==> src/rtl/ahb_burst_addr_gen.sv <==
// AHB master address-phase sequencer: turns one burst request into a beat-by-beat
// HTRANS/HADDR stream with HREADY back-pressure, BUSY insertion and 1 KB page handling.
module ahb_burst_addr_gen #(
   parameter int ADDR_WIDTH = 32,
   parameter int DATA_WIDTH = 32
) (
   input  logic                  HCLK,
   input  logic                  HRESET,
   input  logic                  req_valid,
   output logic                  req_ready,
   input  logic [ADDR_WIDTH-1:0] req_addr,
   input  logic [2:0]            req_burst,
   input  logic [2:0]            req_size,
   input  logic [7:0]            req_len,
   input  logic                  stall,
   input  logic                  HREADY,
   output logic [1:0]            HTRANS,
   output logic [ADDR_WIDTH-1:0] HADDR,
   output logic [2:0]            HBURST,
   output logic [2:0]            HSIZE,
   output logic [7:0]            beat_idx,
   output logic                  done,
   output logic                  req_err
);

   localparam logic [2:0] MAX_SIZE = 3'($clog2(DATA_WIDTH / 8));

   typedef enum logic [1:0] {
      T_IDLE   = 2'b00,
      T_BUSY   = 2'b01,
      T_NONSEQ = 2'b10,
      T_SEQ    = 2'b11
   } htrans_t;

   typedef enum logic {S_IDLE, S_ACTIVE} state_t;

   state_t                state;
   logic [7:0]            beats;

   logic [7:0]            req_beats;
   logic [ADDR_WIDTH-1:0] req_inc;
   logic [11:0]           span_end;
   logic                  fixed_incr;
   logic                  req_bad;

   logic [ADDR_WIDTH-1:0] inc;
   logic [ADDR_WIDTH-1:0] bound;
   logic [ADDR_WIDTH-1:0] incr_addr;
   logic [ADDR_WIDTH-1:0] next_addr;
   logic                  wrap;
   logic                  next_nonseq;
   logic                  last;

   always_comb begin
      case (req_burst)
         3'd0:       req_beats = 8'd1;
         3'd1:       req_beats = req_len;
         3'd2, 3'd3: req_beats = 8'd4;
         3'd4, 3'd5: req_beats = 8'd8;
         default:    req_beats = 8'd16;
      endcase
   end

   // Span check is done on the in-page offset only; a fixed INCRx never exceeds 64 bytes.
   always_comb begin
      req_inc    = ADDR_WIDTH'(1) << req_size;
      span_end   = {2'b00, req_addr[9:0]} + (12'(req_beats) << req_size[1:0]);
      fixed_incr = (req_burst == 3'd3) || (req_burst == 3'd5) || (req_burst == 3'd7);
      req_bad    = (req_size > MAX_SIZE)
                || ((req_addr & (req_inc - ADDR_WIDTH'(1))) != '0)
                || ((req_burst == 3'd1) && (req_len == 8'd0))
                || (fixed_incr && (span_end > 12'd1024));
   end

   always_comb begin
      inc         = ADDR_WIDTH'(1) << HSIZE;
      bound       = ADDR_WIDTH'(beats) << HSIZE;
      incr_addr   = HADDR + inc;
      wrap        = (HBURST == 3'd2) || (HBURST == 3'd4) || (HBURST == 3'd6);
      next_addr   = wrap ? ((HADDR & ~(bound - ADDR_WIDTH'(1))) | (incr_addr & (bound - ADDR_WIDTH'(1))))
                         : incr_addr;
      next_nonseq = (HBURST == 3'd1) && (next_addr[9:0] == 10'd0);
      last        = (beat_idx == beats - 8'd1);
   end

   always_ff @(posedge HCLK or posedge HRESET) begin
      if (HRESET) begin
         state     <= S_IDLE;
         HTRANS    <= T_IDLE;
         HADDR     <= '0;
         HBURST    <= '0;
         HSIZE     <= '0;
         beat_idx  <= '0;
         beats     <= '0;
         req_ready <= 1'b1;
         done      <= 1'b0;
         req_err   <= 1'b0;
      end else begin
         done    <= 1'b0;
         req_err <= 1'b0;
         case (state)
            S_IDLE: begin
               if (req_valid) begin
                  if (req_bad) begin
                     req_err <= 1'b1;
                  end else begin
                     state     <= S_ACTIVE;
                     req_ready <= 1'b0;
                     HTRANS    <= T_NONSEQ;
                     HADDR     <= req_addr;
                     HBURST    <= req_burst;
                     HSIZE     <= req_size;
                     beats     <= req_beats;
                     beat_idx  <= '0;
                  end
               end
            end
            S_ACTIVE: begin
               if (HREADY) begin
                  // A BUSY cycle already carries the pending beat's address and index.
                  if (HTRANS == T_BUSY) begin
                     HTRANS <= stall ? T_BUSY : T_SEQ;
                  end else if (last) begin
                     state     <= S_IDLE;
                     HTRANS    <= T_IDLE;
                     done      <= 1'b1;
                     req_ready <= 1'b1;
                  end else begin
                     HADDR    <= next_addr;
                     beat_idx <= beat_idx + 8'd1;
                     if (next_nonseq)
                        HTRANS <= T_NONSEQ;
                     else if (stall)
                        HTRANS <= T_BUSY;
                     else
                        HTRANS <= T_SEQ;
                  end
               end
            end
            default: state <= S_IDLE;
         endcase
      end
   end

endmodule
==> config.mk <==
export PLATFORM = sky130hd
export DESIGN_NAME = ahb_burst_addr_gen
export DESIGN_NICKNAME = d
export VERILOG_FILES = /design/src/rtl/ahb_burst_addr_gen.sv
export SDC_FILE = /design/constraint.sdc
export NUM_CORES = 1
export LEC_CHECK = 0
export CORE_MARGIN = 3
export CORE_UTILIZATION = 30
export DETAILED_ROUTE_END_ITERATION = 16
export PLACE_DENSITY = 0.55
export SETUP_SLACK_MARGIN = 0.2
export SYNTH_ARGS = -nofsm -noshare
export SYNTH_HDL_FRONTEND = slang
export SYNTH_SLANG_ARGS = --single-unit
==> constraint.sdc <==
create_clock -name HCLK -period 5.9 [get_ports HCLK]
set_clock_uncertainty 0.1 [all_clocks]
set_input_delay 0.885 -clock HCLK [delete_from_list [all_inputs] [get_ports HCLK]]
set_output_delay 0.885 -clock HCLK [all_outputs]
set_load 0.005 [all_outputs]
==> impl_metrics.env, run 1 <==
export IMPL_worst_ep_arrival_time_ns=5.33
export IMPL_timing_max_cap_violations=0
export IMPL_worst_hold_path_type="register to register"
export IMPL_worst_slew_margin_rel=0.3574
export IMPL_clock_root_buffer="clkbuf_16"
export IMPL_viasPerCell=5.456
export IMPL_maximum_frequency_from_static_timing_analysis_ghz=0.1916
export IMPL_synth_fp_nets=801
export IMPL_grt_pass1_wl_um=31080
export IMPL_dpl_instance_area_mm2=0.007072
export IMPL_hold_path_sink="req_ready"
export IMPL_sequential_cell_area_mm2=0.001504
export IMPL_run_status="finished clean"
export IMPL_end_kind="register"
export IMPL_worst_r2r_setup_slack_ns=1.58
export IMPL_yosysMostFrequentCell="nand2_1"
export IMPL_synth_top_cell_area_share=0.2512
export IMPL_r2r_start="HSIZE[1]"
export IMPL_drtIter0Drc=448
export IMPL_layout_cell_area_non_filler_mm2=0.007377
export IMPL_gr_total_overflow=0
export IMPL_postSynthRegisterBits=60
export IMPL_grt_most_used_layer="met2"
export IMPL_timing_reg2reg_worst_path_depth=13
export IMPL_cts_buffers_inserted=9
export IMPL_total_power_mw=2.806
export IMPL_grtUsageMet3=0.02491
export IMPL_number_of_flops_mapped_to_enable_cells_by_yosys=0
export IMPL_worst_setup_hold_path_clk_slew_ns=0.05
export IMPL_area_growth_pct=25.50
export IMPL_footprint_of_the_multi_input_gates_mm2=0.004051
export IMPL_fp_dieH_um=146.0
export IMPL_drt_pass1_iter_count=5
export IMPL_finalHoldViolations=0
export IMPL_yosys_warnings=0
export IMPL_p_leak_nw=3.026
export IMPL_min_delay_start="req_ready"
export IMPL_cts_htree_levels=3
export IMPL_wirelength_um=19400
export IMPL_design_portCount=102
export IMPL_global_route_usage_total=0.1801
export IMPL_post_cts_resized=0
export IMPL_vdd_drop_max_v=0.0001361
export IMPL_clock_tree_buffer_depth=2
export IMPL_finalSetupTns_ns=0
export IMPL_post_synth_main_area_contributors="dfrtp_1, ha_1, nand2_1"
export IMPL_antenna_cells_inserted=0
export IMPL_core_area_mm2=0.01896
export IMPL_clock_latency_ns=0.33
export IMPL_syn_avg_cell_area_um2=8.119
export IMPL_final_setup_viol_count=0
export IMPL_grt_pass1_vias=5537
export IMPL_place_gp_congestion=0.8787
export IMPL_cts_tree="yes"
export IMPL_postCtsSetupRepairBufs=0
export IMPL_start_util=0.3101
export IMPL_grt_use_met1=0.2578
export IMPL_cts_hold_buffers=0
export IMPL_post_synth_instance_area_mm2=0.005878
export IMPL_synth_largest_area_cell="dfrtp_1"
export IMPL_clock_sink_count=60
export IMPL_grt_setup_unrepaired="false"
export IMPL_hold_path_cell_count=2
export IMPL_timing_worst_setup_path_type="primary input to register"
export IMPL_num_fill_cells=1972
export IMPL_global_routing_met2_resource_utilization=0.2947
export IMPL_yosysSeqAreaShare=0.2556
export IMPL_die_w_um=146.0
export IMPL_yosysUniqueCellTypes=83
export IMPL_cp_max_fo=11
export IMPL_drc=0
export IMPL_grt_start_max_net_pins=61
export IMPL_place_port_buffers=101
export IMPL_route_vias_total=5805
export IMPL_start_kind="primary input"
export IMPL_synth_commonest_cells="nand2_1, nor2_1, dfrtp_1"
export IMPL_num_nets_final=877
export IMPL_synthArstFlopShare=1.000
export IMPL_layout_drive_gt1_share=0.09701
export IMPL_drt_antenna_violating_nets=0
export IMPL_p_per_area_mw_per_mm2=380.4
export IMPL_grt_antenna_before_repair=0
export IMPL_row_count=50
export IMPL_synth_main_ff_cell="dfrtp_1"
export IMPL_timing_max_transition_violations_final=0
export IMPL_routed_wire_length_per_instance_um=18.24
export IMPL_detailed_place_hpwl_um=14830
export IMPL_worst_slew_pin_transition_ns=0.9639
export IMPL_syn_instance_count=724
export IMPL_r2r_end="HTRANS[1]"
export IMPL_final_min_clock_period_ns=5.219
export IMPL_min_period_over_period=0.8845
export IMPL_worstPathRequired_ns=6.02
export IMPL_die_area_mm2=0.02131
==> routing by layer <==
layer	up-vias	share of wire
met5	-	0
met4	0	0.0061
met3	8	0.038
met2	135	0.47
met1	2817	0.48
li1	2845	-
==> worst max-delay path, stage by stage <==
cell	delay [ns]
clkdlybuf4s50_1	0.58
or2_2	0.41
nor2_1	0.21
nand2_1	0.11
mux2_2	0.28
or2_2	0.30
fa_1	0.45
nor2b_1	0.16
o2111ai_1	0.15
and4b_1	0.23
a211oi_1	0.36
nor4_4	0.10
a31oi_4	0.28
nor2b_4	0.34
buf_4	0.22
a31oi_1	0.06
o22a_1	0.21
==> cells in the final DEF (no fill, tap or decap), drive strengths merged, types with 7 or more instances in the layout <==
| master | instances |
|---|---|
| nand2b | 11 |
| a21o | 8 |
| dfrtp | 59 |
| buf | 13 |
| ha | 24 |
| a211oi | 9 |
| xnor2 | 14 |
| nor2b | 16 |
| o21ai | 43 |
| mux2i | 23 |
| nand2 | 72 |
| nand3 | 32 |
| a31oi | 17 |
| o22ai | 9 |
| mux2 | 14 |
| or2 | 7 |
| clkbuf | 9 |
| and3 | 19 |
| nand4 | 10 |
| nor3 | 23 |
| xor2 | 20 |
| inv | 22 |
| clkdlybuf4s50 | 101 |
| nor2 | 62 |
| a21oi | 51 |
==> cells by family (layout without fill, tap and decap cells) <==
group / Yosys count / in the layout / synth area share
simple gates: 291 / 291 / 0.2627
xor+xnor: 34 / 34 / 0.05066
compound gates: 199 / 199 / 0.2269
fa+ha+maj: 26 / 26 / 0.05790
mux: 43 / 43 / 0.09110
flops: 60 / 60 / 0.2556
buf+inv: 71 / 151 / 0.05513
==> report_power, final <==
part / internal, mW / total (mW) / switching (mW)
registers: 0.547 / 0.795 / 0.248
logic: 0.704 / 1.46 / 0.753
clock network: 0.364 / 0.554 / 0.190
total: 1.62 / 2.81 / 1.19
==> per-stage QoR <==
stage / setup WS (ns) / hold slack (ns) / std cells / utilization
after floorplan: 1.192 / 0.3882 / 724 / -
after global placement: 0.4370 / 0.4055 / 1049 / 0.3731
after detailed placement: 0.3249 / 0.3938 / 1049 / 0.3731
after CTS: 0.6681 / 0.4028 / 1064 / 0.3892
after global routing: 0.3525 / 0.4378 / 1064 / 0.3892
final: 0.6813 / 0.4027 / 1064 / 0.3892
==> area by class of cell <==
type                    instances  area share
clock buffers                   9     0.03053
clock inverters                 6     0.01085
inverters                      22     0.01119
multi-input cells             593      0.5492
flip-flops and latches         60      0.2039
well taps                     260     0.04410
repair buffers                114      0.1503
==> worst max path at each step <==
stage,slack [ns],endpoint,startpoint
global route,0.35,register,req_burst[1]
floorplan,1.19,register,req_burst[2]
global placement,0.44,HADDR[7],req_burst[1]
CTS,0.67,HADDR[1],req_burst[1]
detailed placement,0.32,HADDR[6],req_burst[1]
finish,0.68,HADDR[1],req_burst[1]
Power figures use the tool's default switching activity.
==> run 2: changes to the inputs <==
- ABC_AREA: unset -> 1
==> run 2 against run 1 <==
  * Flip-flop and latch count is the same
  * Count of clock-buffer cells in the layout is the same
  * Hold slack gained 0.043 ns
  * Combinational power grew 23%
  * Fmax grew 11%
  * Critical path depth grew 6
  * Global-route usage grew 0.96 points
  * Clock power grew 7.4%
==> impl_metrics.env, run 2 <==
export IMPL_min_period_over_period=0.7935
export IMPL_synthArstFlopShare=1.000
export IMPL_detailed_place_hpwl_um=16330
export IMPL_gr_total_overflow=0
export IMPL_cts_buffers_inserted=9
export IMPL_yosysMostFrequentCell="nand2_1"
export IMPL_die_area_mm2=0.02219
export IMPL_worst_setup_hold_path_clk_slew_ns=0.06
export IMPL_vdd_drop_max_v=0.0001434
export IMPL_place_gp_congestion=0.9050
export IMPL_wirelength_um=20610
export IMPL_layout_cell_area_non_filler_mm2=0.007677
export IMPL_synth_largest_area_cell="dfrtp_1"
export IMPL_final_util=0.3881
export IMPL_grt_pass1_wl_um=33550
export IMPL_internal_power_mw=1.670
export IMPL_end_kind="register"
export IMPL_post_synth_main_area_contributors="dfrtp_1, nand2_1, nand3_1"
export IMPL_post_cts_resized=0
export IMPL_r2r_start="HSIZE[1]"
export IMPL_swShare=0.4799
export IMPL_postCtsSetupRepairBufs=0
export IMPL_drtIter0Drc=514
export IMPL_yosysSeqAreaShare=0.2451
export IMPL_area_growth_pct=25.22
export IMPL_worst_slew_pin_transition_ns=0.8240
export IMPL_final_setup_worst_slack_ns=1.218
export IMPL_postSynthRegisterBits=60
export IMPL_worst_hold_path_type="register to register"
export IMPL_synth_commonest_cells="nand2_1, inv_1, nand3_1"
export IMPL_clock_sink_count=60
export IMPL_worst_slew_margin_rel=0.4507
export IMPL_final_cell_mix="nand2_1, inv_1, clkdlybuf4s50_1"
export IMPL_p_leak_nw=3.604
export IMPL_synth_top_cell_area_share=0.2408
export IMPL_final_instance_count_excl_fill=1328
export IMPL_dpl_instance_area_mm2=0.007352
export IMPL_clock_tree_buffer_depth=2
export IMPL_design_portCount=102
export IMPL_number_of_flops_mapped_to_enable_cells_by_yosys=0
export IMPL_routed_wire_length_per_instance_um=15.52
export IMPL_drt_antenna_violating_nets=0
export IMPL_p_per_area_mw_per_mm2=418.2
export IMPL_num_nets_final=1135
export IMPL_clock_latency_ns=0.35
export IMPL_pre_cts_slack_ns=0.8787
export IMPL_placed_cells=1312
export IMPL_commonest_non_fill_non_tap_cell_in_the_layout="nand2_1"
export IMPL_worst_r2r_setup_slack_ns=2.13
export IMPL_yosysUniqueCellTypes=50
export IMPL_worstPathRequired_ns=6.02
export IMPL_hold_worst_slack_ns=0.4458
export IMPL_grt_antenna_before_repair=0
export IMPL_grt_pass1_vias=6221
export IMPL_timing_max_transition_violations_final=0
export IMPL_cts_htree_levels=3
export IMPL_cts_tree="yes"
export IMPL_cts_hold_buffers=0
export IMPL_row_count=51
export IMPL_synth_fp_nets=1047
export IMPL_synth_main_ff_cell="dfrtp_1"
export IMPL_timing_max_cap_violations=0
export IMPL_yosys_warnings=0
export IMPL_global_route_usage_total=0.1897
export IMPL_grt_setup_unrepaired="false"
export IMPL_worst_ep_arrival_time_ns=4.80
export IMPL_place_port_buffers=101
export IMPL_start_util=0.3099
export IMPL_fp_dieH_um=149.0
export IMPL_die_w_um=149.0
export IMPL_drt_pass1_iter_count=7
export IMPL_total_power_mw=3.210
export IMPL_viasPerCell=4.883
export IMPL_run_status="finished clean"
export IMPL_start_kind="primary input"
export IMPL_finalHoldViolations=0
export IMPL_final_setup_viol_count=0
export IMPL_final_min_clock_period_ns=4.682
export IMPL_syn_instance_count=970
export IMPL_timing_reg2reg_worst_path_depth=16
export IMPL_route_vias_total=6485
export IMPL_cp_max_fo=45
export IMPL_power_combinational_fraction=0.557
export IMPL_syn_avg_cell_area_um2=6.320
export IMPL_core_area_mm2=0.01978
export IMPL_drc=0
export IMPL_power_switching_mw=1.541
export IMPL_hold_path_cell_count=2
export IMPL_post_synth_instance_area_mm2=0.006131
export IMPL_finalSetupTns_ns=0
export IMPL_grt_start_max_net_pins=61
export IMPL_p_seq_frac=0.257
export IMPL_antenna_cells_inserted=0
export IMPL_num_fill_cells=2169
export IMPL_maximum_frequency_from_static_timing_analysis_ghz=0.2136
export IMPL_layout_drive_gt1_share=0.06679
export IMPL_power_frac_clock=0.185
export IMPL_timing_worst_setup_path_type="primary input to register"
export IMPL_clock_root_buffer="clkbuf_16"
[run 2: worst max-delay path, stage by stage]
cell	delay [ns]
clkdlybuf4s50_1	0.60
inv_1	0.40
nand2_1	0.15
nor2_1	0.13
ha_1	0.25
inv_1	0.08
fa_1	0.41
inv_1	0.10
nand3_1	0.07
nand3_1	0.15
nand2_1	0.10
nand3_1	0.08
nand2_1	0.05
nor2_1	0.09
nand2_1	0.07
nor2_1	0.08
nand2_1	0.07
nand3_2	0.09
nand3_4	0.08
nand2_4	0.37
nand2_2	0.29
nand2_1	0.12
o21ai_1	0.06
[run 2: cells by family (layout without fill, tap and decap cells)]
group           Yosys count  after routing  synth area share
simple gates            556            556            0.4057
flops                    60             60            0.2451
buf+inv                 146            239           0.09755
fa+ha+maj                26             26           0.05551
compound gates          140            140            0.1361
xor+xnor                 42             42           0.06000
[run 2: area by class of cell]
class / instances / area (um2) / area share
well taps: 265 / 331.6 / 0.04319
clock buffers: 9 / 225.2 / 0.02934
multi-input cells: 764 / 4030 / 0.5249
flip-flops and latches: 60 / 1503 / 0.1957
repair buffers: 106 / 1049 / 0.1366
inverters: 117 / 439.2 / 0.05720
clock inverters: 7 / 100.1 / 0.01304
[run 2: layer usage]
metal | routed length, um | track usage
met4 | 314 | 0.05812
met1 | 10200 | 0.2730
met5 | 0 | 0
met2 | 9278 | 0.2992
met3 | 815 | 0.02097
[run 2: power groups by stage]
stage / Clock (mW) / Sequential (mW) / Combinational, mW
floorplan: 0 / 0.725 / 1.23
global placement: 0 / 0.833 / 1.77
detailed placement: 0 / 0.832 / 1.79
CTS: 0.612 / 0.828 / 1.80
global route: 0.626 / 0.856 / 2.03
finish: 0.595 / 0.826 / 1.79
[run 2: how the worst max path moves through the flow]
| stage | startpoint | end | slack (ns) | cells past startpoint |
|---|---|---|---|---|
| floorplan | req_size[0] | register | 2.34 | 24 |
| global placement | req_size[1] | register | 0.91 | 23 |
| detailed placement | req_size[1] | register | 0.88 | 23 |
| CTS | req_size[1] | register | 1.25 | 23 |
| global route | req_size[1] | register | 0.74 | 23 |
| finish | req_size[1] | register | 1.22 | 23 |
